## src/rtl/key_event_if.sv

```systemverilog
// Key event queue bundle: scanner vector in, key codes and status out.
// master is the queue side, slave is the scanner/consumer side.
interface key_event_if #(
    parameter int FIFO_DEPTH = 4
);
    localparam int PTR_W = $clog2(FIFO_DEPTH);

    logic [15:0]    keys;
    logic           key_ready;
    logic           clear_ovf;
    logic [3:0]     key_code;
    logic           key_valid;
    logic [PTR_W:0] fifo_count;
    logic           any_pressed;
    logic           overflow;

    modport master (
        input  keys,
        input  key_ready,
        input  clear_ovf,
        output key_code,
        output key_valid,
        output fifo_count,
        output any_pressed,
        output overflow
    );

    modport slave (
        output keys,
        output key_ready,
        output clear_ovf,
        input  key_code,
        input  key_valid,
        input  fifo_count,
        input  any_pressed,
        input  overflow
    );
endinterface

```

## src/rtl/key_event_queue.sv

```systemverilog
// Debounces the keypad vector, detects presses and queues their codes
// lowest index first in a show-ahead FIFO with sticky overflow.
module key_event_queue #(
    parameter int STABLE_CYCLES = 1000000,
    parameter int FIFO_DEPTH    = 4
) (
    input  logic         clk,
    input  logic         rst,
    key_event_if.master  kif
);
    localparam int CNT_W = $clog2(STABLE_CYCLES) + 1;
    localparam int PTR_W = $clog2(FIFO_DEPTH);
    localparam int CW    = PTR_W + 1;

    localparam logic [CNT_W-1:0] CNT_MAX = CNT_W'(STABLE_CYCLES - 1);
    localparam logic [CW-1:0]    DEPTH_C = CW'(FIFO_DEPTH);

    logic [15:0]      sync_q;
    logic [15:0]      cand_q, cand_d;
    logic [15:0]      db_q, db_d;
    logic [15:0]      pend_q, pend_d;
    logic [CNT_W-1:0] cnt_q, cnt_d;
    logic [3:0]       mem_q [FIFO_DEPTH];
    logic [PTR_W-1:0] wr_ptr_q, wr_ptr_d;
    logic [PTR_W-1:0] rd_ptr_q, rd_ptr_d;
    logic [CW-1:0]    count_q, count_d;
    logic             ovf_q, ovf_d;

    logic             commit;
    logic [15:0]      rise;
    logic [3:0]       head_idx;
    logic [15:0]      push_bit;
    logic             push;
    logic             pop;
    logic             lost;

    function automatic logic [3:0] lowest_idx(input logic [15:0] v);
        logic [3:0] idx;
        idx = '0;
        for (int i = 15; i >= 0; i--) begin
            if (v[i]) idx = 4'(i);
        end
        return idx;
    endfunction

    // Debounce: any change restarts the stability window; once the
    // window is full the counter saturates and commits every cycle.
    always_comb begin
        cand_d = cand_q;
        cnt_d  = cnt_q;
        db_d   = db_q;
        commit = 1'b0;
        if (sync_q != cand_q) begin
            cand_d = sync_q;
            cnt_d  = '0;
        end else if (cnt_q == CNT_MAX) begin
            commit = 1'b1;
            db_d   = cand_q;
        end else begin
            cnt_d = cnt_q + CNT_W'(1);
        end
    end

    always_comb begin
        rise     = commit ? (cand_q & ~db_q) : '0;
        pop      = (count_q != '0) && kif.key_ready;
        head_idx = lowest_idx(pend_q);
        push     = (pend_q != '0) && ((count_q != DEPTH_C) || pop);
        push_bit = push ? (16'd1 << head_idx) : '0;
        pend_d   = (pend_q & ~push_bit) | rise;
        lost     = |(rise & pend_q & ~push_bit);
        ovf_d    = lost | (ovf_q & ~kif.clear_ovf);
    end

    always_comb begin
        wr_ptr_d = wr_ptr_q;
        rd_ptr_d = rd_ptr_q;
        count_d  = count_q;
        if (push) wr_ptr_d = wr_ptr_q + PTR_W'(1);
        if (pop)  rd_ptr_d = rd_ptr_q + PTR_W'(1);
        unique case ({push, pop})
            2'b10:   count_d = count_q + CW'(1);
            2'b01:   count_d = count_q - CW'(1);
            default: count_d = count_q;
        endcase
    end

    always_ff @(posedge clk) begin
        if (rst) begin
            sync_q   <= '0;
            cand_q   <= '0;
            db_q     <= '0;
            pend_q   <= '0;
            cnt_q    <= '0;
            wr_ptr_q <= '0;
            rd_ptr_q <= '0;
            count_q  <= '0;
            ovf_q    <= 1'b0;
            for (int i = 0; i < FIFO_DEPTH; i++) begin
                mem_q[i] <= '0;
            end
        end else begin
            sync_q   <= kif.keys;
            cand_q   <= cand_d;
            db_q     <= db_d;
            pend_q   <= pend_d;
            cnt_q    <= cnt_d;
            wr_ptr_q <= wr_ptr_d;
            rd_ptr_q <= rd_ptr_d;
            count_q  <= count_d;
            ovf_q    <= ovf_d;
            if (push) mem_q[wr_ptr_q] <= head_idx;
        end
    end

    assign kif.key_code    = mem_q[rd_ptr_q];
    assign kif.key_valid   = (count_q != '0);
    assign kif.fifo_count  = count_q;
    assign kif.any_pressed = |db_q;
    assign kif.overflow    = ovf_q;

endmodule

```

## src/flat_wrapper.sv

```systemverilog
// flat-port wrapper written by rule: the top's interface ports become plain ports
module key_event_queue_flat 
#(
    parameter int STABLE_CYCLES = 1000000,
    parameter int FIFO_DEPTH    = 4
)
  (clk, rst, kif_keys, kif_key_ready, kif_clear_ovf, kif_key_code, kif_key_valid, kif_fifo_count, kif_any_pressed, kif_overflow);
  key_event_if #(.FIFO_DEPTH(FIFO_DEPTH)) kif_i ();
  input  logic clk;
  input  logic rst;
  input wire logic [$bits(kif_i.keys)-1:0] kif_keys;
  input wire logic [$bits(kif_i.key_ready)-1:0] kif_key_ready;
  input wire logic [$bits(kif_i.clear_ovf)-1:0] kif_clear_ovf;
  output wire logic [$bits(kif_i.key_code)-1:0] kif_key_code;
  output wire logic [$bits(kif_i.key_valid)-1:0] kif_key_valid;
  output wire logic [$bits(kif_i.fifo_count)-1:0] kif_fifo_count;
  output wire logic [$bits(kif_i.any_pressed)-1:0] kif_any_pressed;
  output wire logic [$bits(kif_i.overflow)-1:0] kif_overflow;
  assign kif_i.keys = kif_keys;
  assign kif_i.key_ready = kif_key_ready;
  assign kif_i.clear_ovf = kif_clear_ovf;
  assign kif_key_code = kif_i.key_code;
  assign kif_key_valid = kif_i.key_valid;
  assign kif_fifo_count = kif_i.fifo_count;
  assign kif_any_pressed = kif_i.any_pressed;
  assign kif_overflow = kif_i.overflow;
  key_event_queue #(.STABLE_CYCLES(STABLE_CYCLES), .FIFO_DEPTH(FIFO_DEPTH)) u_core (.clk(clk), .rst(rst), .kif(kif_i));
endmodule
```

## config.mk

```make
export PLATFORM = sky130hd
export DESIGN_NAME = key_event_queue_flat
export DESIGN_NICKNAME = d
export VERILOG_FILES = /design/src/rtl/key_event_if.sv /design/src/rtl/key_event_queue.sv /design/src/flat_wrapper.sv
export SDC_FILE = /design/constraint.sdc
export NUM_CORES = 1
export LEC_CHECK = 0
export BUFFER_PORTS_ARGS = -buffer_cell sky130_fd_sc_hd__buf_4
export CORE_MARGIN = 4
export CORE_UTILIZATION = 57
export DETAILED_ROUTE_END_ITERATION = 10
export PLACE_DENSITY = 0.76
export SYNTH_ARGS = -nofsm -noshare
export SYNTH_HDL_FRONTEND = slang
export SYNTH_SLANG_ARGS = --single-unit
```

## constraint.sdc

```tcl
create_clock -name clk -period 6.47 [get_ports clk]
set_input_delay 0.9705 -clock clk [delete_from_list [all_inputs] [get_ports clk]]
set_output_delay 0.9705 -clock clk [all_outputs]
set_load 0.05 [all_outputs]
```

Yosys cells after proc, flatten, opt, wreduce, memory -nomap -nowiden
Memory sizes are Yosys's and may differ from the RTL's. A register that Yosys moved wholly into a read port is not among the register bits.
Cells that the tools add are included.
{ "word_totals": {"mem_count": 1, "ff_bits": 93, "word_cells": 74, "mem_bits_rw": 16, "input_bits": 20, "output_inout_bits": 10} }
{ "memory_table": {"columns": ["name", "words", "width", "rd", "rd_clocked_by_memory_dff", "write_ports", "line_no", "source"], "rows": [
  ["u_core.mem_q", 4, 4, 1, 1, 4, "key_event_queue.sv:23", "logic [3:0] mem_q [FIFO_DEPTH];"]
]} }
{ "classes": {"bitwise": 11, "n_reduce_logical": 11, "addsub": 5, "n_mux": 31, "eq_ne": 5, "shifts": 1} }
{ "ops": {"columns": ["operator", "count"], "rows": [
  ["$mux W4", 17],
  ["$and A16 B16 Y16", 4],
  ["$mux W16", 2],
  ["$not A16 Y16", 2],
  ["$reduce_or A16 Y1", 2],
  ["$add A21 B1 Y21 const B", 1],
  ["$eq A21 B20 Y1 const B", 1],
  ["$ne A16 B16 Y1", 1],
  ["$or A16 B16 Y16", 1],
  ["$reduce_bool A16 Y1", 1],
  ["$shl A1 B4 Y16 const A", 1],
  ["$mux W1", 8],
  ["$mux W2", 3],
  ["$pmux W3 S2", 1],
  ["$add A2 B1 Y2 const B", 2],
  ["$reduce_or A4 Y1", 1],
  ["$add A3 B1 Y3 const B", 1],
  ["$ne A3 B3 Y1 const B", 1],
  ["$reduce_bool A3 Y1", 1],
  ["$sub A3 B1 Y3 const B", 1],
  ["$eq A2 B1 Y1 const B", 1],
  ["$eq A2 B2 Y1 const B", 1],
  ["$logic_and A1 B1 Y1", 2],
  ["$not A1 Y1", 2],
  ["6 further kinds", 6]
]} }

Longest topological paths before layout
{ "depth": {"word_depth": 22, "mapped_depth": 11} }

Worst setup path before layout
OpenSTA, ideal clock, no wires.
{ "synth_path": {"kind": "input port to flip-flop", "start": "input port kif_key_ready", "end": "register u_core.count_q[2] (netlist: u_core.kif.fifo_count[2])", "setup_time_ns": 0.070, "t_arrival_ns": 2.966, "path_buffers": 0, "slack_ns": 3.434, "path_stages": 9, "cell_sequence": "nor4b_2 -> nor2_1 -> inv_1 -> ha_1 -> inv_1 -> fa_1 -> xor2_1 -> or3_1 -> a21oi_1"} }
{ "synth_between": {"elab_chain_len": 5, "elab_cells_between_ends": 7, "cone_classes": "eq/ne: 2; mux: 1; reduce/logical: 4"} }
{ "synth_rtl": {"columns": ["element", "line_no", "source"], "rows": [
  ["start: declaration", "flat_wrapper.sv:12", "input wire logic [$bits(kif_i.key_ready)-1:0] kif_key_ready;"],
  ["$logic_and A1 B1 Y1 *", "key_event_queue.sv:66", "pop = (count_q != '0) && kif.key_ready;"],
  ["$logic_or A1 B1 Y1", "key_event_queue.sv:68", "push = (pend_q != '0) && ((count_q != DEPTH_C) || pop);"],
  ["$logic_and A1 B1 Y1", "key_event_queue.sv:68", null],
  ["$eq A2 B1 Y1 or $eq A2 B2 Y1 (tied branches)", "key_event_queue.sv:81", "unique case ({push, pop})"],
  ["$pmux W3 S2 or $reduce_bool A2 Y1 (tied branches)", null, null],
  ["end signal: assignment", "key_event_queue.sv:110", "count_q <= count_d;"],
  ["end: declaration", "key_event_queue.sv:26", "logic [CW-1:0] count_q, count_d;"]
]} }
Every way passes the cells marked *; elsewhere a longest branch is shown, timed or not.
A chain may end at the register's enable or synchronous reset.

Worst setup path after layout
Ends and elaborated chain as after synthesis.

==> results.sh <==
export IMPL_yosys_cell_types_count=58
export IMPL_cts_tree="done"
export IMPL_avgSynthCellArea_sq_um=9.63
export IMPL_coreArea_sq_mm=0.00822
export IMPL_antennaDiodeCount=0
export IMPL_drtIter0Drc=144
export IMPL_drv_slew=0
export IMPL_stdcell_area_sq_mm=0.00530
export IMPL_drive_gt1_share_pct=11.3
export IMPL_worst_path_buf_inv=3
export IMPL_die_w_microns=100
export IMPL_crit_start="kif_key_ready"
export IMPL_relSlewSlack_pct=41.7
export IMPL_p_per_area_mw_per_mm2=219
export IMPL_setup_viol=0
export IMPL_cp_start_kind="primary input"
export IMPL_syn_cell_area_sq_mm=0.00483
export IMPL_hold_path_class="reg2reg"
export IMPL_hold_viol=0
export IMPL_fmax_mhz=322
export IMPL_crit_path_end_kind="flop"
export IMPL_synth_edf_count=16
export IMPL_syn_num_nets=525
export IMPL_port_buffer_count=29
export IMPL_start_util_pct=58.8
export IMPL_netlist_instances=502
export IMPL_tightestPinTransition_ns=0.873
export IMPL_yosys_area_top_type="dfxtp_1"
export IMPL_vdd_drop_max_uv=144
export IMPL_final_util_pct=64.5
export IMPL_ios=30
export IMPL_crit_fanout=9
export IMPL_fin_crit_sh_pct=48.1
export IMPL_clk_pin_slew_ns=0.11
export IMPL_yosysWarnings=0
export IMPL_ys_seq_area_share_pct=49.3
export IMPL_fin_skew_ns=0.0133
export IMPL_synthToLayoutAreaGrowth_pct=9.68
export IMPL_hold_ws_ns=0.481
export IMPL_post_cts_resized=0
export IMPL_drc=0
export IMPL_synth_seq_cells=111
export IMPL_grt_pass1_vias=3413
export IMPL_post_drt_wl_per_cell_microns=14.3
export IMPL_track_usage_pct=19.2
export IMPL_clk_latency_ns=0.36
export IMPL_grt_overflow=0
export IMPL_grt_max_degree=82
export IMPL_synthTopCellsByArea="dfxtp_1 (39%), edfxtp_1 (9.9%), nor2b_1 (6.1%)"
export IMPL_status="completed"
export IMPL_drt_total_wl_microns=9110
export IMPL_grt_pass1_wl_microns=15700
export IMPL_slowest_stage="nor4b_2"
export IMPL_layout_common_cells="dfxtp_1 (95), nor2_1 (67), nor2b_1 (47)"
export IMPL_postSynth_asyncResetShare_pct=0
export IMPL_hpwlAfterDp_microns=6650
export IMPL_cp_cell_sequence="buf_4, nor4b_2, nor2_1, inv_1, ha_1, inv_1, fa_1, xor2_1, or3_1, a21oi_1"
export IMPL_clock_path_buffers=2
export IMPL_vias_per_cell=5.51
export IMPL_num_rows=33
export IMPL_cts_htree_levels=3
export IMPL_nets=548
export IMPL_cp_slowest_stage_delay_ns=0.72
export IMPL_cts_sinks=111
export IMPL_crit_reg2reg_launch="u_core.pend_q[9]"
export IMPL_postCtsSetupBuffers=0
export IMPL_critical_path_arrival_ns=3.40
export IMPL_worstHoldStart="u_core.sync_q[1]"
export IMPL_setup_tns_ns=0
export IMPL_fin_crit_ns=3.11
export IMPL_hold_buffers=0
export IMPL_clock_root_buffer="clkbuf_8"
export IMPL_post_synth_top_area_fraction_pct=39.3
export IMPL_die_area_sq_mm=0.0100
export IMPL_first_pass_iters=4
export IMPL_gp_congestion=0.883
export IMPL_critPathMostFrequentCell="inv_1"
export IMPL_path_class="in2reg"
export IMPL_placed_cell_area_sq_mm=0.00511
export IMPL_fin_total_pwr_uw=1160
export IMPL_final_common_cell="dfxtp_1"
export IMPL_rsz0062_at_grt="false"
export IMPL_synth_ff_type="dfxtp_1"
export IMPL_path_delay_family="simple AND/OR/NAND/NOR gates"
export IMPL_maxCapViolations=0
export IMPL_required_ns=6.76
export IMPL_grt_antenna_before_repair=0
export IMPL_num_vias=3498
export IMPL_cts_buffers=9
export IMPL_die_y_microns=100
export IMPL_cellLeakagePower_uw=0.00183
export IMPL_postRouteAntennaNets=0
==> kinds of logic after synthesis <==
group,count (synthesis),share of synthesized area (%)
buffers and inverters,30,2.64
adders and majority gates,3,0.932
DFF,111,49.3
xor gates and xnor gates,38,6.89
AOI/OAI and AO/OA,72,9.89
and+or+nand+nor,227,25.0
muxes,21,5.38
==> path summary, 6_finish.rpt <==
| kind | end | slack, ns | depth (start not counted) |
|---|---|---|---|
| setup reg to reg | u_core.kif.fifo_count[2] | 3.43 | 11 |
| hold / removal | u_core.cand_q[1] | 0.48 | 1 |
| hold reg to reg | u_core.cand_q[1] | 0.48 | 1 |
| setup / recovery | u_core.kif.fifo_count[2] | 3.36 | 10 |
==> worst reg2reg max path: stages, from the launching register on <==
cell and delay (ns):
dfxtp_1 0.37, or4_1 0.60, nand2b_1 0.22, nor3_1 0.29
nor2_1 0.14, inv_1 0.11, ha_1 0.18, inv_1 0.06
fa_1 0.37, xor2_1 0.16, or3_1 0.31, a21oi_1 0.16
==> metal layers <==
layer	part of all wire, %	vias to the layer above	track usage, %
met5	0	-	0
met2	48	63	31.5
met1	47	1631	26.8
met3	4.0	10	2.57
li1	-	1794	-
met4	1.1	0	5.80
==> registers in the layout, summed over array words and instances, names as in the netlist, named ones only <==
register	count
u_core.cnt_q	21
u_core.cand_q	16
u_core.db_q	16
u_core.mem_q	16
u_core.pend_q	16
u_core.sync_q	16
u_core.kif.fifo_count	3
u_core.rd_ptr_q	2
u_core.wr_ptr_q	2
u_core.kif.overflow	1
==> area by class of cell <==
class                   count  area, sq um
fillers                   702         2920
flip-flops and latches    111         2380
multi-input cells         361         2320
repair buffers             31          233
clock buffers              10          138
well taps                 105          131
clock inverters             6         52.6
inverters                  11         41.3
==> power by group <==
group	total (uW)	internal, uW	switching (uW)
registers	720	711	8.79
clock network	398	158	241
logic	45.4	23.2	22.2
total	1160	892	272
==> Yosys cell counts, types with 2 or more instances <==
cell type / n
a22oi_1: 7
nand2b_1: 8
o21ai_0: 14
nor3_1: 9
edfxtp_1: 16
nor4_1: 11
ha_1: 2
mux2i_1: 17
xor2_1: 13
nor2_1: 67
nand2_1: 31
a21oi_1: 24
or3_1: 10
nor3b_1: 5
nand3b_1: 5
buf_2: 3
or2_1: 2
and3_1: 4
o21bai_1: 2
or3b_1: 2
or4_1: 2
nor2b_1: 47
dfxtp_1: 95
mux4_2: 4
or4_4: 2
a221oi_1: 2
a31oi_1: 2
a21o_1: 3
xnor2_1: 25
clkbuf_1: 14
nand3_1: 7
inv_1: 11
and2_1: 3
o21ai_1: 2
nand4_1: 8
==> stage by stage <==
step	std cells	setup WS [ns]
global placement	619	3.10
CTS	635	3.37
finish	635	3.36
global route	635	3.19
detailed placement	619	3.02
floorplan	502	3.43
(Power assumes the default switching activity.)
